**config.mk**
```make
export PLATFORM = sky130hd
export DESIGN_NAME = alu_arbiter
export DESIGN_NICKNAME = d
export VERILOG_FILES = /design/src/rtl/alu_arb_pkg.sv /design/src/rtl/alu_rr_arbiter2.sv /design/src/rtl/alu_arbiter.sv
export SDC_FILE = /design/constraint.sdc
export NUM_CORES = 1
export LEC_CHECK = 0
export ABC_AREA = 1
export CAP_MARGIN = 40
export CORE_MARGIN = 2
export CORE_UTILIZATION = 35
export CTS_BUF_LIST = sky130_fd_sc_hd__clkbuf_4
export CTS_CLUSTER_DIAMETER = 30
export DETAILED_ROUTE_END_ITERATION = 8
export PLACE_DENSITY = 0.77
export SLEW_MARGIN = 15
export SYNTH_ARGS = -nofsm -noshare
export SYNTH_HDL_FRONTEND = slang
export SYNTH_HIERARCHICAL = 1
export SYNTH_SLANG_ARGS = --single-unit
```
**constraint.sdc**
```tcl
create_clock -name clk -period 1.39 [get_ports clk]
set_clock_uncertainty 0.1 [all_clocks]
set_input_delay 0.278 -clock clk [delete_from_list [all_inputs] [get_ports clk]]
set_output_delay 0.278 -clock clk [all_outputs]
set_load 0.01 [all_outputs]
```
**src/rtl/alu_arb_pkg.sv**
```systemverilog
// alu_arb_pkg: shared state enum, opcode constants and default widths for alu_arbiter
package alu_arb_pkg;
  localparam int DEF_WIDTH = 32;
  localparam int DEF_OPW = 6;
  typedef enum logic [1:0] {IDLE, EXEC, RESP} alu_arb_state_t;
  localparam logic [5:0] ALU_OP_ADDU = 6'b100001;
  localparam logic [5:0] ALU_OP_SUBU = 6'b100011;
  localparam logic [5:0] ALU_OP_AND  = 6'b100100;
  localparam logic [5:0] ALU_OP_OR   = 6'b100101;
  localparam logic [5:0] ALU_OP_SLTU = 6'b101011;
endpackage

```
**src/rtl/alu_rr_arbiter2.sv**
```systemverilog
// alu_rr_arbiter2: 2-way round-robin grant (fixed priority to requester 0 when ALU_ARB_FIXED_PRIO_EN is defined)
module alu_rr_arbiter2 (
  input  logic       clk,
  input  logic       rst,
  input  logic [1:0] valid,
  input  logic       accept,
  output logic [1:0] grant
);
`ifdef ALU_ARB_FIXED_PRIO_EN
  always_comb grant = {valid[1] & ~valid[0], valid[0]};
`else
  logic last_grant;
  always_comb grant = (&valid) ? (last_grant ? 2'b01 : 2'b10) : valid;
  always_ff @(posedge clk)
    if (rst) last_grant <= 1'b1;
    else if (accept) last_grant <= grant[1];
`endif
endmodule

```
**src/rtl/alu_arbiter.sv**
```systemverilog
// alu_arbiter: shares one combinational ALU between two valid/ready requesters (ALU_ARB_FIXED_PRIO_EN selects fixed priority)
module alu_arbiter
  import alu_arb_pkg::*;
#(
  parameter int WIDTH = DEF_WIDTH,
  parameter int OPW   = DEF_OPW
) (
  input  logic             clk,
  input  logic             rst,
  input  logic             req0_valid,
  output logic             req0_ready,
  input  logic [WIDTH-1:0] req0_a,
  input  logic [WIDTH-1:0] req0_b,
  input  logic [OPW-1:0]   req0_op,
  input  logic             req1_valid,
  output logic             req1_ready,
  input  logic [WIDTH-1:0] req1_a,
  input  logic [WIDTH-1:0] req1_b,
  input  logic [OPW-1:0]   req1_op,
  output logic [WIDTH-1:0] alu_a,
  output logic [WIDTH-1:0] alu_b,
  output logic [OPW-1:0]   alu_control,
  input  logic [WIDTH-1:0] alu_result,
  input  logic             alu_zero,
  output logic             rsp_valid,
  input  logic             rsp_ready,
  output logic             rsp_id,
  output logic [WIDTH-1:0] rsp_result,
  output logic             rsp_zero
);
  alu_arb_state_t state;
  logic [1:0] grant;
  logic accept;
  assign accept = (state == IDLE) && (grant != 2'b00);
  assign req0_ready = (state == IDLE) && grant[0];
  assign req1_ready = (state == IDLE) && grant[1];
  assign rsp_valid = (state == RESP);
  alu_rr_arbiter2 u_arb (
    .clk(clk),
    .rst(rst),
    .valid({req1_valid, req0_valid}),
    .accept(accept),
    .grant(grant)
  );
  always_ff @(posedge clk)
    if (rst) begin
      state <= IDLE;
      alu_a <= '0;
      alu_b <= '0;
      alu_control <= '0;
      rsp_id <= 1'b0;
      rsp_result <= '0;
      rsp_zero <= 1'b0;
    end else
      case (state)
        IDLE: if (accept) begin
          alu_a <= grant[1] ? req1_a : req0_a;
          alu_b <= grant[1] ? req1_b : req0_b;
          alu_control <= grant[1] ? req1_op : req0_op;
          rsp_id <= grant[1];
          state <= EXEC;
        end
        EXEC: begin
          rsp_result <= alu_result;
          rsp_zero <= alu_zero;
          state <= RESP;
        end
        RESP: if (rsp_ready) state <= IDLE;
        default: state <= IDLE;
      endcase
endmodule

```
**Word level (Yosys, flattened, before mapping)**

Cells that the tools add are included.

- Register bits after elaboration: 107
- Logic and storage cells: 28

- Equality and inequality tests: 4
- Mux-type cells: 8
- Reductions and logical operators: 8

Operator list:

| cell | number |
|---|---|
| 32-bit two-way mux | 2 |
| 2-bit two-way mux | 4 |
| 6-bit two-way mux | 1 |
| 2-bit one-hot mux with 3 select lines | 1 |
| 2-bit AND reduction | 3 |
| 1-bit logical AND | 3 |
| 2-bit by 1-bit == test with 1-bit output, second input constant | 1 |
| 2-bit == test, second input constant | 1 |
| 2-bit zero test | 1 |
| 2-bit by 1-bit inequality test with 1-bit output, second input constant | 1 |
| 2-bit inequality test, second input constant | 1 |
| 2-bit nonzero test | 1 |

**Longest topological paths before layout**

- Depth in word-level cells: 6
- Depth in mapped cells: 12

**Cells and area by module**

The synthesis kept the hierarchy.

By module, submodules not included:

| module | instances | cells each | area an instance (um^2) |
|---|---|---|---|
| alu_arbiter | 1 | 833 | 4971.0 |
| alu_rr_arbiter2 | 1 | 9 | 58.8 |

**Least setup slack after synthesis**

No wires, ideal clock.

- Kind: reg-to-reg
- Start: reg u_arb.last_grant
- End: reg u_arb.last_grant
- Library setup time: 0.117 ns
- Arrival time: 1.320 ns
- Required time: 1.173 ns
- Path slack: -0.146 ns
- Stages on the path, launching flop included: 13
- Period minus slack after synthesis: 1.536 ns
- Path through: dfxtp_1 nand2_1 and2_1 buf_4 inv_2 nand2_2 nand2_4 buf_6 buf_4 inv_1 inv_1 a21oi_1 nand2_1

- Word-level cells in the longest chain between the ends: 4

Ends and longest elaborated chain:

| item | line | source |
|---|---|---|
| start: declaration | alu_rr_arbiter2.sv:12 | `logic last_grant;` |
| start signal: assignment | alu_rr_arbiter2.sv:16 | `else if (accept) last_grant <= grant[1];` |
| 2-bit two-way mux (2 in series) | alu_rr_arbiter2.sv:13 | `always_comb grant = (&valid) ? (last_grant ? 2'b01 : 2'b10) : valid;` |
| net grant[1] | alu_arbiter.sv:32 | `logic [1:0] grant;` |
| 2-bit nonzero test | alu_arbiter.sv:34 | `assign accept = (state == IDLE) && (grant != 2'b00);` |
| 1-bit logical AND | alu_arbiter.sv:34 |  |
| net accept | alu_arbiter.sv:33 | `logic accept;` |

The timed path passes the listed nets, and every way through them passes these cells.
A chain may end at the register's enable or synchronous reset.

**Final worst setup path**

- Start: reg u_arb.last_grant
- End: out req1_ready

- Word-level cells in the longest chain between the ends: 3

Ends and longest elaborated chain:

| item | line | source |
|---|---|---|
| 2-bit two-way mux (2 in series) | alu_rr_arbiter2.sv:13 |  |
| net grant[1] | alu_arbiter.sv:32 |  |
| 1-bit logical AND | alu_arbiter.sv:36 | `assign req1_ready = (state == IDLE) && grant[1];` |
| end: declaration | alu_arbiter.sv:16 | `output logic req1_ready,` |

The timed path passes the listed nets, and every way through them passes these cells.

==> results.json <==
{
  "tightestPinTransition_ns": 0.2265,
  "ys_types": 16,
  "clkPwrFrac": 0.180,
  "powerDensity_nw_per_um2": 1051,
  "netlist_area_um2": 5030,
  "p_seq_frac": 0.370,
  "finalNetCount": 1335,
  "portBuffers": 284,
  "grt_pass1_vias": 5383,
  "antenna_found_initial": 1,
  "synth_warnings": 6,
  "switching_power_w": 0.003661,
  "firstDrtPassIters": 4,
  "hold_viol_final": 0,
  "setup_viol": 75,
  "status": "complete, but fails checks",
  "max_stage_delay_ns": 0.41,
  "clock-sinks": 107,
  "hold_path_class": "in -> reg",
  "max-cap-violations": 0,
  "end_kind": "primary output",
  "die_w_um": 123.9,
  "yosysSeqAreaShare": 0.4259,
  "crit_required_ns": 1.01,
  "hold_start": "alu_result[21]",
  "route.detailed.drc": 0,
  "via_per_inst": 4.574,
  "io_pins": 285,
  "grt_max_degree": 56,
  "drt-wirelength-per-cell_um": 15.28,
  "cts_tree": "yes",
  "gr-usage-all-layers": 0.2208,
  "slowest_stage": "dfxtp_4",
  "vias": 6143,
  "crit_type": "reg -> out",
  "path_cells": "nand2_4 -> and2_4 -> nand2_2 -> inv_1 -> buf_2",
  "swShare": 0.3545,
  "die_h_um": 123.9,
  "core_um2": 13930,
  "timing.hold.ws_ns": 0.2821,
  "vdd.ir_drop.worst_uv": 602.0,
  "clock_path_buffers": 2,
  "die_area_um2": 15350,
  "syn_area_per_cell_um2": 5.974,
  "max_freq_mhz": 590.9,
  "tns_ns": -13.33,
  "grt.overflow.total": 0,
  "period_needed_ns": 1.692,
  "postRouteAntennaNets": 0,
  "cts_made_buffers": 9,
  "rows": 43,
  "clkLatencyLatePin_ns": 0.47,
  "crit_fanout": 3,
  "initialDrtViolationCount": 335,
  "drive_gt1_frac": 0.4234,
  "violations": "negative setup slack",
  "dp_hpwl_um": 11260,
  "initial_core_util": 0.3610,
  "setup_ws_ns": -0.3024,
  "drt_wl_total_um": 20530,
  "start_kind": "flip-flop",
  "synthCells": 842,
  "root_buffer": "clkbuf_4",
  "synth.net_count": 1020,
  "clk_pin_slew_ns": 0.17,
  "setup.worst_path.start": "u_arb/last_grant",
  "p_leak_nw": 4.728,
  "cp.arrival_ns": 1.31,
  "rsz0062_at_grt": "true",
  "p_int_w": 0.006666,
  "place.gp.congestion": 0.7877,
  "cts_htree_levels": 3,
  "area_growth_pct": 95.35,
  "combPwrFrac": 0.450,
  "fin_crit_sh": 1.218,
  "slew_headroom": 0.8490,
  "power_w": 0.01033,
  "ys_seq_elements": 107,
  "grt_pass1_wl_um": 26200,
  "r2r-start": "u_arb/last_grant",
  "slew_violations": 0
}
## timing repair
item                                    in CTS  in global routing
endpoints found under the setup margin     179                111
resized for setup                          627                286
hold buffers                                 0                  0
buffers inserted                            18                 12
cloned                                      13                 16
pin swaps                                   14                 95
## state kept, by name, summed over array words and instances (netlist names)
signal	cells
alu_b	32
u_arb/last_grant	1
alu_a	32
state	2
alu_control	6
rsp_result	32
rsp_zero	1
rsp_id	1
## cell usage after synthesis
cell,count,area [um2]
o21ai_0,33,165.2
buf_2,17,85.08
buf_6,2,22.52
a21boi_1,1,7.510
nand2_1,357,1340
inv_2,1,3.750
and2_1,1,6.260
nand2_2,1,6.260
buf_4,8,60.06
inv_1,80,300.3
nor2_1,209,784.5
dfxtp_1,107,2142
a21oi_1,3,15.01
nand3_1,1,5.000
clkbuf_1,20,75.07
nand2_4,1,11.26
## power by group through the flow
stage	clock [W]	combinational (W)	sequential, W
after floorplan	0	0.00135	0.00395
after global placement	0	0.00317	0.00374
after detailed placement	0	0.00319	0.00376
after CTS	0.00190	0.00361	0.00378
after global routing	0.00204	0.00502	0.00387
final	0.00186	0.00465	0.00382
## cells in the final DEF (no fill, tap or decap), types with 3 or more instances in the layout
| cell | n |
|---|---|
| nand2_1 | 219 |
| clkdlybuf4s50_1 | 177 |
| nor2_1 | 164 |
| dfxtp_2 | 106 |
| nand2_2 | 96 |
| inv_1 | 74 |
| buf_2 | 67 |
| buf_6 | 49 |
| nand2_4 | 42 |
| o21ai_0 | 33 |
| nor2_2 | 25 |
| nor2_4 | 20 |
| buf_4 | 19 |
| buf_16 | 12 |
| buf_12 | 12 |
| clkbuf_4 | 9 |
| clkbuf_16 | 9 |
| buf_8 | 5 |
| inv_2 | 4 |
| nand2_8 | 3 |
## worst paths after layout
| path | end | slack [ns] | depth (start not counted) |
|---|---|---|---|
| worst min-delay path | rsp_result[21] | 0.28 | 3 |
| worst max-delay path | req1_ready | -0.30 | 5 |
| worst min register to register | rsp_id | 0.37 | 2 |
| worst max register to register | alu_a[25] | -0.27 | 11 |
## critical path: cells and delay by family (launching register included)
kind | cells | cell delay [ns]
simple gates | 3 | 0.28
flops | 1 | 0.41
buf+inv | 2 | 0.15
## kinds of logic (layout without fill, tap and decap cells)
kind of cell	Yosys count	after routing	share of synthesized area
buffers and inverters	128	447	0.1087
DFF	107	107	0.4259
AOI/OAI and AO/OA	37	37	0.03731
other	0	1	0
and+or+nand+nor	570	571	0.4281
## per-layer routing
| metal | track usage | part of all wire | wire, um | up-vias |
|---|---|---|---|---|
| met5 | 0 | 0 | 0 | - |
| met4 | 0.09659 | 0.028 | 573 | 0 |
| met3 | 0.05769 | 0.079 | 1616 | 43 |
| met2 | 0.3929 | 0.50 | 10240 | 231 |
| met1 | 0.2472 | 0.39 | 8093 | 2771 |
| li1 | - | - | - | 3098 |
## area by class of cell
| cell class | count | area [um2] |
|---|---|---|
| multi-input combinational | 608 | 3162 |
| inverter | 81 | 319.1 |
| antenna | 1 | 2.502 |
| fill | 1113 | 4109 |
| sequential | 107 | 2278 |
| clock buffer | 9 | 67.56 |
| timing repair buffer | 350 | 3672 |
| tap | 180 | 225.2 |
| clock inverter | 7 | 98.84 |
## through the flow
stage / utilization / setup slack [ns] / cells / instance area, um2
global route: 0.7051 / -0.3751 / 1343 / 9826
global placement: 0.5807 / -0.6308 / 1280 / 8092
CTS: 0.6213 / -0.3305 / 1325 / 8657
floorplan: - / -0.09597 / 842 / 5040
finish: 0.7051 / -0.3024 / 1343 / 9826
detailed placement: 0.5807 / -0.6637 / 1280 / 8092
Note: power is estimated with default switching activity, not from simulation.
